===== src/rtl/lu_pkg.sv =====
// lu_pkg: logic_unit op encodings and result-buffer state shared by the arbiter, logic unit and bench
package lu_pkg;
  localparam int LU_CTL_W = 3;
  localparam logic [LU_CTL_W-1:0] LU_AND  = 3'd0;
  localparam logic [LU_CTL_W-1:0] LU_OR   = 3'd1;
  localparam logic [LU_CTL_W-1:0] LU_XOR  = 3'd2;
  localparam logic [LU_CTL_W-1:0] LU_NOR  = 3'd3;
  localparam logic [LU_CTL_W-1:0] LU_NAND = 3'd4;
  localparam logic [LU_CTL_W-1:0] LU_XNOR = 3'd5;
  localparam logic [LU_CTL_W-1:0] LU_ANDN = 3'd6;
  localparam logic [LU_CTL_W-1:0] LU_NOTA = 3'd7;
  typedef enum logic {ST_EMPTY = 1'b0, ST_FULL = 1'b1} buf_state_t;
endpackage


===== src/rtl/logic_unit.sv =====
// logic_unit: combinational bitwise op on a_i/b_i selected by ctl_i; y_o is the result
module logic_unit
  import lu_pkg::*;
#(
  parameter int WIDTH = 32
) (
  input  logic [WIDTH-1:0]    a_i,
  input  logic [WIDTH-1:0]    b_i,
  input  logic [LU_CTL_W-1:0] ctl_i,
  output logic [WIDTH-1:0]    y_o
);
  always_comb
    y_o = ctl_i == LU_AND  ? a_i & b_i :
          ctl_i == LU_OR   ? a_i | b_i :
          ctl_i == LU_XOR  ? a_i ^ b_i :
          ctl_i == LU_NOR  ? ~(a_i | b_i) :
          ctl_i == LU_NAND ? ~(a_i & b_i) :
          ctl_i == LU_XNOR ? ~(a_i ^ b_i) :
          ctl_i == LU_ANDN ? a_i & ~b_i : ~a_i;
endmodule


===== src/rtl/rr_arbiter.sv =====
// rr_arbiter: round-robin pick of the first set req_i bit starting at ptr_i
// ports: req_i request vector, ptr_i search start, en_i grant enable,
//        gnt_o one-hot grant, idx_o grant index, any_o a grant is issued
module rr_arbiter #(
  parameter  int NREQ = 4,
  localparam int IDW  = $clog2(NREQ)
) (
  input  logic [NREQ-1:0] req_i,
  input  logic [IDW-1:0]  ptr_i,
  input  logic            en_i,
  output logic [NREQ-1:0] gnt_o,
  output logic [IDW-1:0]  idx_o,
  output logic            any_o
);
  logic [IDW-1:0] j;
  // scanning from the far end backwards leaves the nearest requester in idx_o
  always_comb begin
    idx_o = ptr_i;
    j = '0;
    for (int k = NREQ - 1; k >= 0; k--) begin
      j = IDW'((int'(ptr_i) + k) % NREQ);
      if (req_i[j]) idx_o = j;
    end
    any_o = en_i & |req_i;
    gnt_o = any_o ? NREQ'(1) << idx_o : '0;
  end
endmodule


===== src/rtl/lu_arbiter.sv =====
// lu_arbiter: round-robin share of one logic_unit among NREQ requesters with a one-entry result buffer
// ports: clk, rst (sync, active-high); req_valid/req_ready/req_a/req_b/req_ctl per-requester issue;
//        res_valid/res_ready/res_data/res_id result drain
// optional LU_ARB_STATS_EN: stat_clr input and stat_cnt saturating per-requester transfer counters
module lu_arbiter
  import lu_pkg::*;
#(
  parameter  int NREQ  = 4,
  parameter  int WIDTH = 32,
`ifdef LU_ARB_STATS_EN
  parameter  int CNTW  = 16,
`endif
  localparam int IDW   = $clog2(NREQ)
) (
  input  logic                     clk,
  input  logic                     rst,
  input  logic [NREQ-1:0]          req_valid,
  output logic [NREQ-1:0]          req_ready,
  input  logic [NREQ*WIDTH-1:0]    req_a,
  input  logic [NREQ*WIDTH-1:0]    req_b,
  input  logic [NREQ*LU_CTL_W-1:0] req_ctl,
  output logic                     res_valid,
  input  logic                     res_ready,
  output logic [WIDTH-1:0]         res_data,
  output logic [IDW-1:0]           res_id
`ifdef LU_ARB_STATS_EN
  ,
  input  logic                     stat_clr,
  output logic [NREQ*CNTW-1:0]     stat_cnt
`endif
);
  buf_state_t state_q, state_d;
  logic [IDW-1:0] ptr_q, ptr_d, id_q, id_d, gidx;
  logic [WIDTH-1:0] data_q, data_d, sel_a, sel_b, lu_y;
  logic [LU_CTL_W-1:0] sel_ctl;
  logic xfer;
  rr_arbiter #(.NREQ(NREQ)) u_rr (
    .req_i (req_valid),
    .ptr_i (ptr_q),
    .en_i  (!rst && (state_q == ST_EMPTY || res_ready)),
    .gnt_o (req_ready),
    .idx_o (gidx),
    .any_o (xfer)
  );
  always_comb begin
    sel_a   = req_a[gidx*WIDTH +: WIDTH];
    sel_b   = req_b[gidx*WIDTH +: WIDTH];
    sel_ctl = req_ctl[gidx*LU_CTL_W +: LU_CTL_W];
  end
  logic_unit #(.WIDTH(WIDTH)) u_lu (
    .a_i   (sel_a),
    .b_i   (sel_b),
    .ctl_i (sel_ctl),
    .y_o   (lu_y)
  );
  always_comb begin
    state_d = xfer ? ST_FULL : res_ready ? ST_EMPTY : state_q;
    ptr_d   = xfer ? (gidx == IDW'(NREQ - 1) ? '0 : gidx + 1'b1) : ptr_q;
    data_d  = xfer ? lu_y : data_q;
    id_d    = xfer ? gidx : id_q;
  end
  always_ff @(posedge clk) begin
    if (rst) begin
      state_q <= ST_EMPTY;
      ptr_q   <= '0;
      data_q  <= '0;
      id_q    <= '0;
    end else begin
      state_q <= state_d;
      ptr_q   <= ptr_d;
      data_q  <= data_d;
      id_q    <= id_d;
    end
  end
  assign res_valid = state_q == ST_FULL;
  assign res_data  = data_q;
  assign res_id    = id_q;
`ifdef LU_ARB_STATS_EN
  logic [NREQ*CNTW-1:0] cnt_q, cnt_d;
  // clear takes priority over a same-cycle transfer
  always_comb begin
    cnt_d = cnt_q;
    for (int i = 0; i < NREQ; i++)
      if (req_ready[i] && !(&cnt_q[i*CNTW +: CNTW])) cnt_d[i*CNTW +: CNTW] = cnt_q[i*CNTW +: CNTW] + 1'b1;
    if (stat_clr) cnt_d = '0;
  end
  always_ff @(posedge clk) cnt_q <= rst ? '0 : cnt_d;
  assign stat_cnt = cnt_q;
`endif
endmodule


===== config.mk =====
export PLATFORM = sky130hd
export DESIGN_NAME = lu_arbiter
export DESIGN_NICKNAME = d
export VERILOG_FILES = /design/src/rtl/lu_pkg.sv /design/src/rtl/logic_unit.sv /design/src/rtl/rr_arbiter.sv /design/src/rtl/lu_arbiter.sv
export SDC_FILE = /design/constraint.sdc
export NUM_CORES = 1
export LEC_CHECK = 0
export CAP_MARGIN = 20
export CORE_ASPECT_RATIO = 0.5
export CORE_MARGIN = 1.5
export CORE_UTILIZATION = 40
export DETAILED_ROUTE_END_ITERATION = 12
export PLACE_DENSITY = 0.79
export SYNTH_ARGS = -nofsm -noshare
export SYNTH_HDL_FRONTEND = slang
export SYNTH_SLANG_ARGS = --single-unit

===== constraint.sdc =====
create_clock -name clk -period 4.2 [get_ports clk]
set_input_delay 0.42 -clock clk [delete_from_list [all_inputs] [get_ports clk]]
set_output_delay 0.42 -clock clk [all_outputs]
set_load 0.005 [all_outputs]

==> results of run 1 <==
## path summary, 6_finish.rpt
| kind | end | slack, ns | cells past startpoint |
|---|---|---|---|
| setup / recovery | res_data[31]$_SDFFE_PP0P_ | 0.50 | 13 |
| hold / removal | res_data[21]$_SDFFE_PP0P_ | 0.47 | 2 |
| hold reg to reg | res_data[21]$_SDFFE_PP0P_ | 0.47 | 2 |
| setup reg to reg | res_data[31]$_SDFFE_PP0P_ | 0.78 | 12 |
## worst max-delay path: stages
cell and delay, ns:
clkdlybuf4s50_1 0.61, nor2b_1 0.13, a2111oi_4 0.53, nor2_4 0.11
inv_6 0.21, buf_12 0.34, mux2i_1 0.13, mux2_2 0.31
ha_1 0.29, and3_1 0.15, a211oi_1 0.22, o311ai_1 0.13
a32o_1 0.27
## stage by stage
step                      utilization  hold WS [ns]  cells
after floorplan                     -        0.4495   1077
after global placement         0.5914        0.4441   1569
after detailed placement       0.5914        0.4517   1569
after CTS                      0.6010        0.4689   1577
after global routing           0.6014        0.4899   1578
final                          0.6014        0.4677   1578
## routing by layer
metal | vias up | global-route usage
met5 | - | 0
met4 | 0 | 0.1110
met3 | 96 | 0.06250
met2 | 538 | 0.5192
met1 | 4442 | 0.3936
li1 | 4405 | -
## kinds of logic (layout without fill, tap and decap cells)
group                    Yosys count  count (layout)
AO/OA/AOI/OAI                    254             254
XOR/XNOR                           5               5
adder cells (fa/ha/maj)          100             100
buffers and inverters            164             425
flip-flops                        37              37
multiplexers                      93              93
AND/OR/NAND/NOR                  424             424
## flip-flops by register name, indices dropped and copies added, names as in the netlist
signal	cells
res_id	2
res_valid	1
ptr_q	2
res_data	32
## cell usage after synthesis (16+ instances only)
library cell  count  area [um^2]
clkbuf_1         45        168.9
dfxtp_1          37        740.7
buf_2            30        150.1
o2111ai_1        24        210.2
mux2_2           26        292.8
nor3_1           19        95.09
mux2i_1          67        670.6
ha_1            100         1251
or3_1            16        100.1
nand3_1         124        620.6
a21o_1           23        172.7
a21oi_1          24        120.1
inv_1            66        247.7
o21ai_0          57        285.3
nand2_1         209        784.5
## cell type report
class | instances | area [um^2] | area share
multi-input cells | 876 | 6092 | 0.5508
repair buffers | 349 | 3491 | 0.3156
flip-flops and latches | 37 | 740.7 | 0.06697
well taps | 240 | 300.3 | 0.02715
inverters | 68 | 260.3 | 0.02353
clock buffers | 6 | 138.9 | 0.01256
clock inverters | 2 | 37.54 | 0.003394
## power by group
group / leakage (nW) / total [mW] / switching (mW) / internal, mW
Sequential: 0.307 / 0.555 / 0.0781 / 0.477
Clock: 0.0831 / 0.481 / 0.184 / 0.297
Combinational: 4.42 / 3.74 / 2.11 / 1.63
## layout by cell type, fill, tap and decap left out, types with 5 or more instances in the layout
cell type	netlist	layout
and3_1	15	15
o311ai_1	11	11
a211oi_1	13	13
o21a_1	15	15
a21oi_1	24	24
nor4_1	11	11
o32ai_1	5	5
xnor2_1	5	5
dfxtp_1	37	37
buf_12	0	7
a21o_1	23	23
nand3_1	124	123
o2111ai_1	24	24
a22o_1	11	11
clkdlybuf4s50_1	0	313
o31ai_1	6	6
a2111oi_0	6	6
o21ai_0	57	57
mux2i_1	67	67
a31oi_1	6	6
or3_1	16	16
o211ai_1	14	14
clkbuf_16	0	5
nand2_1	209	209
ha_1	100	100
nor2_1	12	11
and2_1	7	6
mux2_2	26	26
buf_4	2	29
nor3_1	19	19
a32o_1	13	13
inv_1	66	66
==> flow_metrics.py, run 1 <==
metrics = {
    "detailed_routing": {
        "highest_layer": "met4",
        "met1_length_mm": 12.97,
        "drc": 0,
        "drt_iter0_drc": 860,
        "via_per_inst": 6.008,
        "ant_nets": 0,
        "wire_per_inst_um": 19.86,
        "wl_met3_mm": 2.954,
        "met2WireLength_mm": 14.51,
        "vias": 9481,
        "dr.pass1.iters": 5,
        "wl_mm": 31.34,
    },
    "clock_network": {
        "cts_sinks": 37,
        "cts_buffer_depth": 2,
        "numCtsBuffers": 5,
        "post_cts_buffers": 0,
        "ctsResizeCount": 0,
        "clkLatencyLatePin_ns": 0.30,
        "cts_root_buf": "clkbuf_16",
        "cts_hold_buf": 0,
        "h-tree-depth": 2,
        "path_clk_slew_ns": 0.07,
        "cts_tree": "done",
    },
    "layout": {
        "area_delta_synth_final_pct": 46.97,
        "layout-drive-gt1-share": 0.06577,
        "diodes": 0,
        "final_cell_area_um2": 11060,
        "nFillCells": 1706,
        "nNetsFinal": 1712,
    },
    "global_routing": {
        "track_usage": 0.3084,
        "grt_pass1_vias": 9245,
        "grt_max_degree": 69,
        "antenna_found_initial": 0,
        "grt_pass1_wl_mm": 48.25,
        "grt-ovfl-total": 0,
    },
    "synth": {
        "netlist_area_um2": 7526,
        "yosysWarnings": 0,
        "synth-edff-count": 0,
        "synthAdderAreaFrac": 0.1663,
        "synth-simple-area-share": 0.2570,
        "synth_ff_type": "dfxtp_1",
        "ys_async_sr_fraction": 0,
        "synth_compound_area_frac": 0.2485,
        "ys_ff_latch": 37,
        "synthMuxAreaShare": 0.1280,
        "avgSynthCellArea_um2": 6.988,
        "synth_xor_area_frac": 0.005819,
        "yosysUniqueCellTypes": 60,
        "synth_cells": 1077,
        "synth_top_family_by_area": "simple AND/OR/NAND/NOR gates",
        "syn_nets": 1452,
        "seq_area_frac_synth": 0.09842,
    },
    "placement": {
        "dp_slack_ns": 0.2436,
        "placed_area_um2": 10880,
        "port_buffers": 313,
        "dp_hpwl_mm": 23.54,
        "routabilityCongestion": 0.9279,
    },
    "power_and_ir_drop": {
        "vdd_drop_max_mv": 0.2379,
        "leakagePower_nw": 4.808,
        "power_density_nw_per_um2": 432.0,
        "power_mw": 4.778,
    },
    "floorplanning": {
        "die_y_um": 99.99,
        "die_x_um": 197.0,
        "start_util": 0.4092,
        "core_area_um2": 18390,
        "fp-row-count": 35,
        "io_pins": 314,
        "die-area_um2": 19700,
    },
    "sta": {
        "clock_skew_ns": 0.009195,
        "max-slew-margin-rel": 0.3390,
        "fin_setup_tns_ns": 0,
        "fmaxAchievable_mhz": 270.2,
        "finalMaxSlewViolations": 0,
        "rsz0062_at_grt": "false",
        "period_needed_ns": 3.700,
        "setup_viol": 0,
        "finalWorstSetupSlack_ns": 0.4995,
        "hold_violations": 0,
        "period_share": 0.8811,
        "worst_pin_slew_ns": 0.9915,
    },
    "worst_setup_path": {
        "path_class": "input pin to register",
        "startpoint": "req_valid[3]",
        "setup.worst_path.start_class": "input pin",
        "timing.rr.start": "ptr_q[1]$_SDFFE_PP0P_",
        "worstPathArrival_ns": 3.89,
        "end_kind": "register",
        "cp.required_ns": 4.39,
        "cp_max_fo": 57,
    },
    "worst_hold_path": {
        "hold_start": "res_data[21]$_SDFFE_PP0P_",
        "hold_class": "register to register",
    },
    "flow_run": {
        "max_cap_viol_count": 0,
    },
    "run_status": {
        "status": "finished clean",
    },
}
Note: power is estimated with default switching activity, not from simulation.
==> run 2, diff against run 1 <==
--- a/config.mk
+++ b/config.mk
@@ -10,6 +10,7 @@
 export CORE_MARGIN = 1.5
 export CORE_UTILIZATION = 40
 export DETAILED_ROUTE_END_ITERATION = 12
+export GPL_ROUTABILITY_DRIVEN = 1
 export PLACE_DENSITY = 0.79
 export SYNTH_ARGS = -nofsm -noshare
 export SYNTH_HDL_FRONTEND = slang
==> results of run 2 <==
The final DEF is identical to that of run 1; final timing and power are the same.
